`config.mk`:
```
export PLATFORM = sky130hd
export DESIGN_NAME = match_controller
export DESIGN_NICKNAME = d
export VERILOG_FILES = /design/src/rtl/match_controller.sv
export SDC_FILE = /design/constraint.sdc
export NUM_CORES = 1
export LEC_CHECK = 0
export CAP_MARGIN = 30
export CORE_ASPECT_RATIO = 1.75
export CORE_MARGIN = 2
export CORE_UTILIZATION = 45
export DETAILED_ROUTE_END_ITERATION = 12
export PLACE_DENSITY = 0.79
export SLEW_MARGIN = 10
export SYNTH_ARGS = -nofsm -noshare
export SYNTH_HDL_FRONTEND = slang
export SYNTH_SLANG_ARGS = --single-unit
```
`constraint.sdc`:
```
create_clock -name clk -period 2.3 [get_ports clk]
set_clock_uncertainty 0.05 [all_clocks]
set_input_delay 0.46 -clock clk [delete_from_list [all_inputs] [get_ports clk]]
set_output_delay 0.46 -clock clk [all_outputs]
set_load 0.01 [all_outputs]
```
`src/rtl/match_controller.sv`:
```
// Round/match sequencer between board inputs and the game core: core reset pulses,
// input gating, countdown and round timers, round scoring and best-of-N match result.
module match_controller #(
  parameter int TICK_CYCLES      = 100_000_000,
  parameter int COUNTDOWN_SECS   = 3,
  parameter int ROUND_SECS       = 99,
  parameter int BANNER_SECS      = 2,
  parameter int ROUNDS_TO_WIN    = 2,
  parameter int MAX_ROUNDS       = 5,
  parameter int RST_PULSE_CYCLES = 16
) (
  input  logic       clk,
  input  logic       reset,
  input  logic       start_btn,
  input  logic [6:0] p1_inputs_in,
  input  logic [6:0] p2_inputs_in,
  input  logic [1:0] finish,
  input  logic [3:0] p1_health,
  input  logic [3:0] p2_health,
  output logic       game_rst_n,
  output logic [6:0] p1_inputs,
  output logic [6:0] p2_inputs,
  output logic [2:0] state,
  output logic [3:0] countdown,
  output logic [6:0] round_timer,
  output logic [2:0] round_num,
  output logic [1:0] p1_rounds,
  output logic [1:0] p2_rounds,
  output logic [1:0] round_result,
  output logic [1:0] match_winner
);
  localparam logic [2:0] S_IDLE       = 3'd0;
  localparam logic [2:0] S_RESET_CORE = 3'd1;
  localparam logic [2:0] S_COUNTDOWN  = 3'd2;
  localparam logic [2:0] S_FIGHT      = 3'd3;
  localparam logic [2:0] S_ROUND_END  = 3'd4;
  localparam logic [2:0] S_MATCH_END  = 3'd5;

  localparam int TW = (TICK_CYCLES > 1) ? $clog2(TICK_CYCLES) : 1;
  localparam int RW = (RST_PULSE_CYCLES > 1) ? $clog2(RST_PULSE_CYCLES) : 1;
  localparam int BW = (BANNER_SECS > 1) ? $clog2(BANNER_SECS) : 1;

  localparam logic [TW-1:0] TICK_LAST   = TW'(TICK_CYCLES - 1);
  localparam logic [RW-1:0] RST_LAST    = RW'(RST_PULSE_CYCLES - 1);
  localparam logic [BW-1:0] BANNER_LAST = BW'(BANNER_SECS - 1);
  localparam logic [3:0]    CD_INIT     = 4'(COUNTDOWN_SECS);
  localparam logic [6:0]    RT_INIT     = 7'(ROUND_SECS);
  localparam logic [1:0]    WIN_COUNT   = 2'(ROUNDS_TO_WIN);
  localparam logic [2:0]    LAST_ROUND  = 3'(MAX_ROUNDS);

  logic          start_prev;
  logic [TW-1:0] tick_cnt;
  logic [RW-1:0] rst_cnt;
  logic [BW-1:0] banner_cnt;
  logic          start_edge;
  logic          tick;
  logic [2:0]    next_state;
  logic [1:0]    fight_result;
  logic [1:0]    end_winner;

  assign start_edge = start_btn && !start_prev;
  assign tick       = (tick_cnt == TICK_LAST);

  // Nonzero only on the cycle a round is decided; finish outranks a same-cycle timeout.
  always_comb begin
    fight_result = 2'b00;
    if (finish[0]) begin
      fight_result = finish[1] ? 2'b10 : 2'b01;
    end else if (tick && round_timer == 7'd1) begin
      if (p1_health > p2_health)      fight_result = 2'b01;
      else if (p2_health > p1_health) fight_result = 2'b10;
      else                            fight_result = 2'b11;
    end
  end

  always_comb begin
    end_winner = 2'b00;
    if (p1_rounds == WIN_COUNT)       end_winner = 2'b01;
    else if (p2_rounds == WIN_COUNT)  end_winner = 2'b10;
    else if (round_num == LAST_ROUND) end_winner = 2'b11;
  end

  always_comb begin
    next_state = state;
    case (state)
      S_IDLE:       if (start_edge) next_state = S_RESET_CORE;
      S_RESET_CORE: if (rst_cnt == RST_LAST) next_state = S_COUNTDOWN;
      S_COUNTDOWN:  if (tick && countdown == 4'd1) next_state = S_FIGHT;
      S_FIGHT:      if (fight_result != 2'b00) next_state = S_ROUND_END;
      S_ROUND_END:
        if (tick && banner_cnt == BANNER_LAST)
          next_state = (end_winner != 2'b00) ? S_MATCH_END : S_RESET_CORE;
      S_MATCH_END:  if (start_edge) next_state = S_IDLE;
      default:      next_state = S_IDLE;
    endcase
  end

  always_ff @(posedge clk) begin
    if (!reset) begin
      state        <= S_IDLE;
      game_rst_n   <= 1'b0;
      p1_inputs    <= '0;
      p2_inputs    <= '0;
      countdown    <= '0;
      round_timer  <= '0;
      round_num    <= '0;
      p1_rounds    <= '0;
      p2_rounds    <= '0;
      round_result <= '0;
      match_winner <= '0;
      start_prev   <= 1'b0;
      tick_cnt     <= '0;
      rst_cnt      <= '0;
      banner_cnt   <= '0;
    end else begin
      start_prev <= start_btn;
      state      <= next_state;
      // Outputs are derived from next_state so they line up with the registered state.
      game_rst_n <= (next_state != S_IDLE) && (next_state != S_RESET_CORE);
      p1_inputs  <= (next_state == S_FIGHT) ? p1_inputs_in : '0;
      p2_inputs  <= (next_state == S_FIGHT) ? p2_inputs_in : '0;

      if (next_state != state || tick) tick_cnt <= '0;
      else                             tick_cnt <= tick_cnt + TW'(1);

      if (state == S_RESET_CORE && next_state == S_RESET_CORE) rst_cnt <= rst_cnt + RW'(1);
      else                                                     rst_cnt <= '0;

      if (state != S_ROUND_END || next_state != S_ROUND_END) banner_cnt <= '0;
      else if (tick)                                         banner_cnt <= banner_cnt + BW'(1);

      case (state)
        S_IDLE: begin
          if (start_edge) begin
            p1_rounds    <= '0;
            p2_rounds    <= '0;
            round_result <= '0;
            match_winner <= '0;
            round_num    <= 3'd1;
          end
        end
        S_RESET_CORE: begin
          if (next_state == S_COUNTDOWN) countdown <= CD_INIT;
        end
        S_COUNTDOWN: begin
          if (tick) begin
            countdown <= countdown - 4'd1;
            if (countdown == 4'd1) round_timer <= RT_INIT;
          end
        end
        S_FIGHT: begin
          if (fight_result != 2'b00) begin
            round_result <= fight_result;
            if (fight_result == 2'b01) p1_rounds <= p1_rounds + 2'd1;
            if (fight_result == 2'b10) p2_rounds <= p2_rounds + 2'd1;
            if (!finish[0]) round_timer <= 7'd0;
          end else if (tick) begin
            round_timer <= round_timer - 7'd1;
          end
        end
        S_ROUND_END: begin
          if (tick && banner_cnt == BANNER_LAST) begin
            if (end_winner != 2'b00) match_winner <= end_winner;
            else                     round_num    <= round_num + 3'd1;
          end
        end
        default: ;
      endcase
    end
  end
endmodule
```
# After elaboration in Yosys (flattened, before gate mapping)
# Index checks and enable logic that the tools add are counted.
# totals
ff_bits,73
inputBits,27
# op_classes
addsub,8
order_cmp,2
eq_ne,33
muxes,41
bitwise,1
n_reduce_logical,28
# ops
operator,n
7-bit two-way mux,5
2-bit two-way mux,15
3-bit two-way mux,10
27-bit by 1-bit adder with 27-bit output (second input constant),1
27-bit == test (second input constant),1
2-bit inequality test (second input constant),9
3-bit case mux with 6 select lines,1
2-bit case mux with 2 select lines,4
4-bit AND reduction,4
7-bit case mux with 2 select lines,1
3-bit by 2-bit == test with 1-bit output (second input constant),4
3-bit inequality test (second input constant),4
2-bit nonzero test,6
3-bit == test (second input constant),3
4-bit greater-than comparator,2
4-bit two-way mux,2
4-bit case mux with 2 select lines,1
7-bit by 1-bit == test with 1-bit output (second input constant),1
7-bit by 1-bit subtractor with 7-bit output (second input constant),1
2-bit == test (second input constant),3
3-bit by 1-bit == test with 1-bit output (second input constant),2
1-bit logical AND,6
3-bit case mux with 2 select lines,1
3-bit AND reduction,2
other kinds (20),24

# Logic depth before layout (Yosys ltp)
# Gate-level depths: netlist (run 1).
# depth
word_depth,11
ltp_mapped,9

# Worst setup path after synthesis (run 1)
# OpenSTA, ideal clock, no wires.
# synth_timing
path_type,register to register
start,register tick_cnt[12]
end,register countdown[2]
t_arrival_ns,2.130
required_time_ns,2.164
path_slack_ns,0.034
stages_incl_launch_ff,7
n_path_buf,1
path_cell_list,dfxtp_1 or4b_4 nor3_4 and3_2 buf_4 mux2_2 a211oi_1
# synth_between
elab_chain_len,10
elab_cells_between_ends,15
classes_between,4 x eq/ne; 6 x mux; 5 x reduce/logical
# synth_lines
item,line_no,rtl
from (decl),52,logic [TW-1:0] tick_cnt;
from (signal assigned),124,else tick_cnt <= tick_cnt + TW'(1);
27-bit == test *,62,assign tick = (tick_cnt == TICK_LAST);
1-bit logical AND,69,end else if (tick && round_timer == 7'd1) begin
2-bit two-way mux,69,
2-bit two-way mux,67,if (finish[0]) begin
2-bit nonzero test,89,S_FIGHT: if (fight_result != 2'b00) next_state = S_ROUND_END;
3-bit two-way mux,89,
3-bit case mux with 6 select lines,85,case (state)
3-bit by 2-bit == test with 1-bit output,143,if (next_state == S_COUNTDOWN) countdown <= CD_INIT;
2-bit by 1-bit inequality test with 1-bit output (no line),n/a,
3-bit AND reduction (no line) *,n/a,
to (signal assigned),147,countdown <= countdown - 4'd1;
to (decl),24,"output logic [3:0] countdown,"
# Every way passes the cells marked *; elsewhere a longest branch is shown, timed or not.
# A chain may end at the register's enable or synchronous reset.

# Worst setup path in the final report (run 1)
# layout_timing
start,register tick_cnt[17]
end,register round_timer[3]
# layout_between
elab_chain_len,7
elab_cells_between_ends,11
classes_between,4 x eq/ne; 4 x mux; 3 x reduce/logical
# layout_lines
item,line_no,rtl
27-bit == test *,62,
1-bit logical AND,69,
2-bit two-way mux,69,
2-bit two-way mux,67,
2-bit nonzero test,152,if (fight_result != 2'b00) begin
3-bit inequality test (no line) / 7-bit two-way mux (equally long branches),n/a,
5-bit AND reduction (no line) / 7-bit case mux with 2 select lines (equally long branches),n/a,
to (signal assigned),158,round_timer <= round_timer - 7'd1;
to (decl),25,"output logic [6:0] round_timer,"
# Marks and branches as above.

==> results of run 1 <==
final cells by class:
type,count,share of cell area
multi-input combinational,329,0.427
timing repair buffer,108,0.191
tap,115,0.0274
sequential,73,0.279
inverter,17,0.0122
clock buffer,12,0.0489
clock inverter,4,0.0141
metal layers:
metal | vias to the layer above | GRT usage | wire (microns)
met5 | - | 0 | 0
met4 | 0 | 0.105 | 287
met3 | 25 | 0.0434 | 344
met2 | 88 | 0.413 | 5770
met1 | 1720 | 0.227 | 3850
li1 | 1811 | - | -
cells in the mapped netlist, types with 3 or more instances:
library cell  count
a211oi_1          4
inv_1            17
nand2b_1          4
a31oi_1           5
o211ai_1          3
xor2_1           16
mux2i_1           5
nand2_1          44
xnor2_1          10
dfxtp_1          73
nor3_1           31
a21o_1            3
nor4_1           11
ha_1             14
clkbuf_1         10
o21ai_0           8
nor3b_1           4
nand4_1          15
and3_1            9
nand3_1          23
buf_6             4
a21oi_1          34
buf_2             4
nor2_1           17
buf_4             5
nor2b_1           7
o221a_2           3
a2111oi_2         3
and2_1            6
flip-flops by register name, indices dropped and copies added (netlist names), 3 cells and up:
register / cells
tick_cnt: 27
state: 3
rst_cnt: 4
p2_inputs: 7
round_num: 3
round_timer: 7
p1_inputs: 7
countdown: 4
critical path: stages (launching register included):
cell      delay (ns)
dfxtp_1         0.34
or4b_4          0.56
nor3_4          0.28
buf_4           0.20
nand4_4         0.15
nand2_4         0.17
buf_4           0.23
o211ai_1        0.11
metrics by stage:
step	utilization	setup WS, ns	instances	TNS [ns]	total power [mW]
2_1_floorplan	-	0.0344	443	0	1.42
3_3_place_gp	0.584	-0.181	642	-0.361	1.51
5_1_grt	0.627	-0.0330	658	-0.0330	3.13
3_5_place_dp	0.584	-0.280	642	-1.06	1.52
6_report	0.627	0.0725	658	0	3.04
4_1_cts	0.624	0.00574	658	0	3.05
power groups by stage:
stage / clock network [mW] / registers, mW / logic (mW)
floorplan: 0 / 1.31 / 0.110
detailed placement: 0 / 1.31 / 0.204
CTS: 1.56 / 1.29 / 0.206
finish: 1.55 / 1.29 / 0.206
global placement: 0 / 1.31 / 0.200
global route: 1.62 / 1.29 / 0.223
final timing paths:
| path | from | to | cells past startpoint |
|---|---|---|---|
| max | tick_cnt[17] | round_timer[3] | 7 |
| min | p1_rounds[0] | p1_rounds[0] | 2 |
| max reg2reg | tick_cnt[17] | round_timer[3] | 7 |
| min reg2reg | p1_rounds[0] | p1_rounds[0] | 2 |
logic make-up (layout without fill, tap and decap cells):
logic type / after synthesis / count (layout) / synth area share
muxes: 6 / 6 / 0.0158
xor gates and xnor gates: 26 / 26 / 0.0585
buffers and inverters: 41 / 141 / 0.0559
DFF: 73 / 73 / 0.376
and+or+nand+nor: 197 / 197 / 0.289
AOI/OAI and AO/OA: 86 / 86 / 0.160
adders and majority gates: 14 / 14 / 0.0450
what timing repair did:
| item | CTS | global route |
|---|---|---|
| setup endpoints to repair | 0 | 39 |
| gates resized for setup | 0 | 6 |
| hold endpoints to repair | 0 | 0 |
==> impl_metrics.env, run 1 <==
export IMPL_port_buffers=66
export IMPL_drtIter0Drc=273
export IMPL_power_density_nw_per_um2=579
export IMPL_final_common_cell="dfxtp_1"
export IMPL_dp_final_hpwl_microns=7480
export IMPL_placed_area_sq_um=4890
export IMPL_synth_yosys_seq_area_share=0.376
export IMPL_drt_antenna_violating_nets=0
export IMPL_end_kind="flop"
export IMPL_grt_pass1_wl_microns=16400
export IMPL_power_switching_mw=0.650
export IMPL_start_util=0.465
export IMPL_routed_wl_microns=10300
export IMPL_critPathMaxFanout=16
export IMPL_finalHoldViolCount=0
export IMPL_synth_nets=484
export IMPL_setup_viol=0
export IMPL_finish_instance_area_sq_um=5240
export IMPL_p_leak_nw=1.94
export IMPL_rrSetupSlack_ns=0.07
export IMPL_vias_per_cell=5.54
export IMPL_synth_distinct_cells=69
export IMPL_antenna_cells=0
export IMPL_clock_power_share=0.509
export IMPL_fp_coreArea_sq_um=8370
export IMPL_post_cts_buffers=0
export IMPL_crit_type="flop to flop"
export IMPL_combPwrFrac=0.068
export IMPL_multi_input_area_sq_um=2240
export IMPL_syn_area_sq_um=3890
export IMPL_yosysTopAreaCell="dfxtp_1"
export IMPL_grt_overflow_total=0
export IMPL_period_share=0.968
export IMPL_cts_sinks=73
export IMPL_start_kind="flop"
export IMPL_die_w_microns=74.3
export IMPL_vias=3644
export IMPL_cts_root_buf="clkbuf_16"
export IMPL_clk_path_buf_depth=2
export IMPL_std_cell_rows=44
export IMPL_maxCapViolCount=0
export IMPL_cts_tree="yes"
export IMPL_switching_share=0.214
export IMPL_postCtsHoldBufs=0
export IMPL_wire_per_inst_microns=15.6
export IMPL_maxSlewViolCount=0
export IMPL_synthToLayoutAreaGrowth_pct=34.8
export IMPL_grt_use_total=0.222
export IMPL_die_h_microns=127
export IMPL_async_flop_share=0
export IMPL_grt_pass1_vias=3533
export IMPL_intPower_mw=2.39
export IMPL_cts_buffers=9
export IMPL_worst_setup_hold_path_clk_slew_ns=0.06
export IMPL_antenna_found_initial=0
export IMPL_synth_area_leaders="dfxtp_1 38%, ha_1 4.5%, a21oi_1 4.4%"
export IMPL_hold_path_class="flop to flop"
export IMPL_route_detailed_drc=0
export IMPL_layout_drive_gt1_share=0.162
export IMPL_status="completed"
export IMPL_hold_ws_ns=0.424
export IMPL_dieArea_sq_um=9440
export IMPL_synthFlopType="dfxtp_1"
export IMPL_n_fill_cell=696
export IMPL_rsz0062_at_grt="true"
export IMPL_postSynthAreaPerCell_sq_um=8.78
export IMPL_peakVddDrop_uv=397
export IMPL_yosys_warnings=0
export IMPL_dr_pass1_iters=4
export IMPL_seqPwrFrac=0.423
export IMPL_clk_latency_ns=0.34
export IMPL_tightest_slew_ns=0.448
export IMPL_cts_max_level=3
export IMPL_syn_instance_count=443
export IMPL_clock_fmax_mhz=449
export IMPL_ys_ff_latch=73
export IMPL_layout_nets=579
export IMPL_synth_top_area_frac=0.376
export IMPL_grt_max_degree=33
export IMPL_cp_arrival_ns=2.39
export IMPL_synth_edf_count=0
export IMPL_seq_area_sq_um=1460
export IMPL_relSlewSlack=0.701
export IMPL_cp_required_ns=2.47
export IMPL_final_cell_mix="71 x dfxtp_1, 66 x clkdlybuf4s50_1, 44 x nand2_1"
export IMPL_pin_count=67
export IMPL_gp_congestion=0.908
export IMPL_min_period_ns=2.23
Power figures use the tool's default switching activity.
==> run 2: changes to the inputs <==
--- a/config.mk
+++ b/config.mk
@@ -6,11 +6,14 @@
 export NUM_CORES = 1
 export LEC_CHECK = 0
 export CAP_MARGIN = 30
+export CELL_PAD_IN_SITES_DETAIL_PLACEMENT = 0
+export CELL_PAD_IN_SITES_GLOBAL_PLACEMENT = 1
 export CORE_ASPECT_RATIO = 1.75
 export CORE_MARGIN = 2
-export CORE_UTILIZATION = 45
+export CORE_UTILIZATION = 36
 export DETAILED_ROUTE_END_ITERATION = 12
-export PLACE_DENSITY = 0.79
+export PLACE_DENSITY = 0.83
+export SETUP_SLACK_MARGIN = 0.15
 export SLEW_MARGIN = 10
 export SYNTH_ARGS = -nofsm -noshare
 export SYNTH_HDL_FRONTEND = slang
==> run 2 against run 1 <==
  * Largest cell class unchanged
  * Register-to-register slack improved by 0.08 ns
  * Highest routed layer unchanged
  * Utilization is 11 points lower
  * Largest power group unchanged
  * Via count increased by 3.3%
  * Critical endpoint is now p2_rounds[1]
==> impl_metrics.env, run 2 (synthesized netlist as in run 1, its figures left out) <==
export IMPL_combPwrFrac=0.075
export IMPL_wl_met3_microns=333
export IMPL_vias_per_cell=5.50
export IMPL_clock_fmax_mhz=465
export IMPL_critPathMaxFanout=2
export IMPL_route_detailed_drc=0
export IMPL_wl_met1_microns=3970
export IMPL_wl_met2_microns=6300
export IMPL_power_density_nw_per_um2=572
export IMPL_hold_path_class="flop to flop"
export IMPL_dr_pass1_iters=4
export IMPL_cp_arrival_ns=2.32
export IMPL_maxCapViolCount=0
export IMPL_p_leak_nw=2.01
export IMPL_cts_sinks=73
export IMPL_power_switching_mw=0.698
export IMPL_routed_wl_microns=11000
export IMPL_cts_buffers=9
export IMPL_rsz0062_at_grt="true"
export IMPL_dieArea_sq_um=11700
export IMPL_clk_path_buf_depth=2
export IMPL_top_layer_used="met4"
export IMPL_vias=3765
export IMPL_relSlewSlack=0.735
export IMPL_crit_type="input port to flop"
export IMPL_gp_congestion=0.865
export IMPL_cts_tree="yes"
export IMPL_grt_pass1_vias=3710
export IMPL_n_fill_cell=988
export IMPL_final_common_cell="dfxtp_1"
export IMPL_switching_share=0.221
export IMPL_cts_max_level=3
export IMPL_seqPwrFrac=0.407
export IMPL_antenna_cells=0
export IMPL_std_cell_rows=50
export IMPL_die_h_microns=142
export IMPL_rrSetupSlack_ns=0.15
export IMPL_wire_per_inst_microns=16.1
export IMPL_finish_instance_area_sq_um=5510
export IMPL_fp_coreArea_sq_um=10600
export IMPL_final_cell_mix="68 x dfxtp_1, 65 x clkdlybuf4s50_1, 47 x buf_4"
export IMPL_top_register="tick_cnt"
export IMPL_min_period_ns=2.15
export IMPL_final_util=0.518
export IMPL_die_w_microns=82.6
export IMPL_setup_viol=0
export IMPL_clk_latency_ns=0.34
export IMPL_clock_power_share=0.518
export IMPL_status="completed"
export IMPL_cts_root_buf="clkbuf_16"
export IMPL_cp_required_ns=2.47
export IMPL_placed_area_sq_um=4940
export IMPL_grt_use_total=0.188
export IMPL_maxSlewViolCount=0
export IMPL_period_share=0.934
export IMPL_p_total_mw=3.15
export IMPL_layout_nets=591
export IMPL_grt_max_degree=33
export IMPL_peakVddDrop_uv=434
export IMPL_layout_drive_gt1_share=0.207
export IMPL_postCtsHoldBufs=0
export IMPL_tightest_slew_ns=0.394
export IMPL_worst_setup_hold_path_clk_slew_ns=0.06
export IMPL_drt_antenna_violating_nets=0
export IMPL_synthToLayoutAreaGrowth_pct=41.6
export IMPL_start_kind="input port"
export IMPL_largest_reg_flops=27
export IMPL_dp_final_hpwl_microns=7960
export IMPL_antenna_found_initial=0
export IMPL_end_kind="flop"
export IMPL_grt_pass1_wl_microns=17000
export IMPL_port_buffers=66
export IMPL_intPower_mw=2.46
export IMPL_pin_count=67
export IMPL_start_util=0.366
export IMPL_drtIter0Drc=134
export IMPL_grt_overflow_total=0
export IMPL_finalHoldViolCount=0
==> run 2: cell types whose count changed in the layout (fill, tap and decap cells not counted), moves of 2 or more <==
cell,before,now
a2111oi_4,1,3
buf_4,40,47
buf_6,0,4
clkbuf_8,2,0
dfxtp_1,71,68
dfxtp_4,0,2
nor2b_1,7,5
nor4_2,2,4
==> run 2: stage by stage <==
stage / instances / TNS (ns) / hold slack [ns] / setup WS, ns
floorplan: 443 / 0 / 0.394 / 0.142
CTS: 676 / 0 / 0.430 / 0.139
detailed placement: 659 / -0.729 / 0.421 / -0.215
global route: 685 / 0 / 0.441 / 0.0842
global placement: 659 / -0.269 / 0.407 / -0.0906
finish: 685 / 0 / 0.428 / 0.152
==> run 2: worst max-delay path, stage by stage <==
cell and delay (ns):
clkdlybuf4s50_1 0.46, ha_4 0.29, nor2b_4 0.12, o211ai_1 0.14
buf_4 0.17, a2111oi_2 0.37, a21boi_2 0.15, mux2i_1 0.14
==> run 2: layout make-up <==
cell class | count | area [sq um] | area share
Clock inverter | 6 | 115 | 0.0209
Sequential cell | 73 | 1470 | 0.267
Timing Repair Buffer | 120 | 1120 | 0.203
Inverter | 17 | 63.8 | 0.0116
Multi-Input combinational cell | 329 | 2350 | 0.427
Tap cell | 130 | 163 | 0.0295
Clock buffer | 10 | 229 | 0.0416
==> run 2: worst paths after layout <==
kind	end	cells past startpoint	from
setup / recovery	p2_rounds[1]	8	p2_health[1]
hold / removal	p2_rounds[0]	2	p2_rounds[0]
setup reg to reg	tick_cnt[3]	7	tick_cnt[10]
hold reg to reg	p2_rounds[0]	2	p2_rounds[0]
==> run 2: power groups by stage <==
stage                     Combinational (mW)  Clock (mW)  Sequential [mW]
after floorplan                        0.110           0             1.31
after global placement                 0.210           0             1.31
after detailed placement               0.214           0             1.31
after CTS                              0.216        1.66             1.28
after global routing                   0.250        1.72             1.28
final                                  0.235        1.64             1.28
==> run 2: timing repair <==
item	CTS	global route
resized for setup	7	28
setup buffers	1	9
setup endpoints to repair	20	63
pin swaps	3	11
==> run 2: layer usage <==
metal,GRT usage,vias to the layer above
met3,0.0299,36
met1,0.186,1807
met4,0.104,0
li1,-,1836
met5,0,-
met2,0.354,86
==> run 3: changes to the inputs <==
--- a/config.mk
+++ b/config.mk
@@ -11,10 +11,11 @@
 export CORE_ASPECT_RATIO = 1.75
 export CORE_MARGIN = 2
 export CORE_UTILIZATION = 36
+export CTS_CLUSTER_DIAMETER = 120
 export DETAILED_ROUTE_END_ITERATION = 12
 export PLACE_DENSITY = 0.83
+export REMOVE_ABC_BUFFERS = 1
 export SETUP_SLACK_MARGIN = 0.15
-export SLEW_MARGIN = 10
 export SYNTH_ARGS = -nofsm -noshare
 export SYNTH_HDL_FRONTEND = slang
 export SYNTH_SLANG_ARGS = --single-unit
==> run 3 against run 2 <==
  * Global-route usage fell by 0.35 points
  * Cell count fell by 0.58%
  * Routed wire length fell by 3.9%
  * First-iteration DRC count did not move
  * Critical path type is now flop to output port
  * Critical endpoint is now state[2]
==> impl_metrics.env, run 3 (synthesized netlist as in run 1, its figures left out) <==
export IMPL_status="completed"
export IMPL_wire_per_inst_microns=15.6
export IMPL_dp_final_hpwl_microns=7700
export IMPL_cp_buffers_inverters=1
export IMPL_clock_fmax_mhz=465
export IMPL_finalWorstSetupSlack_ns=0.152
export IMPL_std_cell_rows=50
export IMPL_cpMaxStageDelayCell="dfxtp_1"
export IMPL_switching_share=0.234
export IMPL_postCtsHoldBufs=0
export IMPL_vias_per_cell=5.50
export IMPL_grt_max_degree=33
export IMPL_critPathMaxFanout=15
export IMPL_grt_use_total=0.184
export IMPL_finish_instance_area_sq_um=5440
export IMPL_clock_power_share=0.506
export IMPL_cp_required_ns=1.79
export IMPL_combPwrFrac=0.073
export IMPL_start_util=0.366
export IMPL_rrSetupSlack_ns=0.17
export IMPL_end_kind="output port"
export IMPL_dr_pass1_iters=4
export IMPL_die_w_microns=82.6
export IMPL_slowest_delay_ns=0.66
export IMPL_power_density_nw_per_um2=562
export IMPL_rsz0062_at_grt="true"
export IMPL_n_fill_cell=1012
export IMPL_grt_pass1_wl_microns=16700
export IMPL_p_total_mw=3.06
export IMPL_pin_count=67
export IMPL_crit_family="flip-flops"
export IMPL_relSlewSlack=0.643
export IMPL_maxCapViolCount=0
export IMPL_gp_congestion=0.852
export IMPL_cts_buffers=9
export IMPL_port_buffers=66
export IMPL_seqPwrFrac=0.421
export IMPL_worst_setup_hold_path_clk_slew_ns=0.06
export IMPL_intPower_mw=2.34
export IMPL_start_kind="flop"
export IMPL_die_h_microns=142
export IMPL_fp_coreArea_sq_um=10600
export IMPL_min_period_ns=2.15
export IMPL_top_register="tick_cnt"
export IMPL_vias=3746
export IMPL_tightest_slew_ns=0.534
export IMPL_routed_wl_microns=10600
export IMPL_peakVddDrop_uv=430
export IMPL_place_ws_ns=-0.150
export IMPL_grt_pass1_vias=3675
export IMPL_synthToLayoutAreaGrowth_pct=39.7
export IMPL_cp_arrival_ns=1.64
export IMPL_layout_drive_gt1_share=0.201
export IMPL_antenna_found_initial=0
export IMPL_placed_area_sq_um=4890
export IMPL_cts_max_level=3
export IMPL_cts_tree="yes"
export IMPL_drtIter0Drc=134
export IMPL_layout_nets=587
export IMPL_final_cell_mix="69 x dfxtp_1, 66 x clkdlybuf4s50_1, 47 x buf_4"
export IMPL_period_share=0.934
export IMPL_hold_path_class="flop to flop"
export IMPL_drt_antenna_violating_nets=0
export IMPL_largest_reg_flops=27
export IMPL_multi_input_area_sq_um=2350
export IMPL_worstPathCellList="clkdlybuf4s50_1"
export IMPL_seq_area_sq_um=1470
export IMPL_grt_overflow_total=0
export IMPL_cts_root_buf="clkbuf_16"
export IMPL_clk_latency_ns=0.34
export IMPL_power_switching_mw=0.715
export IMPL_dieArea_sq_um=11700
export IMPL_antenna_cells=0
export IMPL_final_common_cell="dfxtp_1"
export IMPL_p_leak_nw=1.96
export IMPL_route_detailed_drc=0
export IMPL_clk_path_buf_depth=2
export IMPL_setup_viol=0
export IMPL_finalHoldViolCount=0
export IMPL_cts_sinks=73
export IMPL_crit_type="flop to output port"
export IMPL_maxSlewViolCount=0
==> run 3: changes by cell type in the layout (fill, tap and decap cells not counted), sizes merged <==
cell           delta
buf               -4
bufinv            -1
clkbuf            -1
clkdlybuf4s50     +1
clkinv            +2
dlymetal6s2s      -1
==> run 3: power by group through the flow <==
stage / combinational [mW] / clock [mW] / sequential [mW]
after floorplan: 0.0861 / 0 / 1.31
after global placement: 0.203 / 0 / 1.31
after detailed placement: 0.206 / 0 / 1.31
after CTS: 0.208 / 1.58 / 1.29
after global routing: 0.242 / 1.63 / 1.29
final: 0.222 / 1.55 / 1.29
==> run 3: final timing paths <==
path                                endpoint  cells after the start         start
worst max-delay path                state[2]                      1      state[2]
worst min-delay path            p1_rounds[0]                      2  p1_rounds[0]
worst max register to register    rst_cnt[1]                      6  tick_cnt[17]
worst min register to register  p1_rounds[0]                      2  p1_rounds[0]
==> run 3: area by class of cell <==
type	count	share of cell area
flip-flops and latches	73	0.270
inverters	17	0.0117
clock buffers	9	0.0414
well taps	130	0.0299
repair buffers	116	0.196
clock inverters	7	0.0189
multi-input cells	329	0.432
==> run 3: what timing repair did <==
item | in CTS | in global routing
hold endpoints to repair | 0 | 0
setup buffers | 2 | 6
setup endpoints to repair | 31 | 43
gates resized for setup | 5 | 23
pin swaps | 2 | 10
==> run 3: metal layers <==
metal | wire [microns] | vias to the layer above | GRT usage
li1 | - | 1825 | -
met1 | 4090 | 1806 | 0.194
met2 | 5760 | 85 | 0.330
met3 | 374 | 30 | 0.0356
met4 | 383 | 0 | 0.103
met5 | 0 | - | 0
==> run 3: per-stage QoR <==
| step | setup TNS [ns] | util | hold WS, ns | cells |
|---|---|---|---|---|
| floorplan | -29.97 | - | 0.394 | 419 |
| global placement | -0.140 | 0.460 | 0.415 | 657 |
| detailed placement | -0.909 | 0.460 | 0.423 | 657 |
| CTS | 0 | 0.495 | 0.438 | 675 |
| global route | 0 | 0.511 | 0.478 | 681 |
| finish | 0 | 0.511 | 0.434 | 681 |
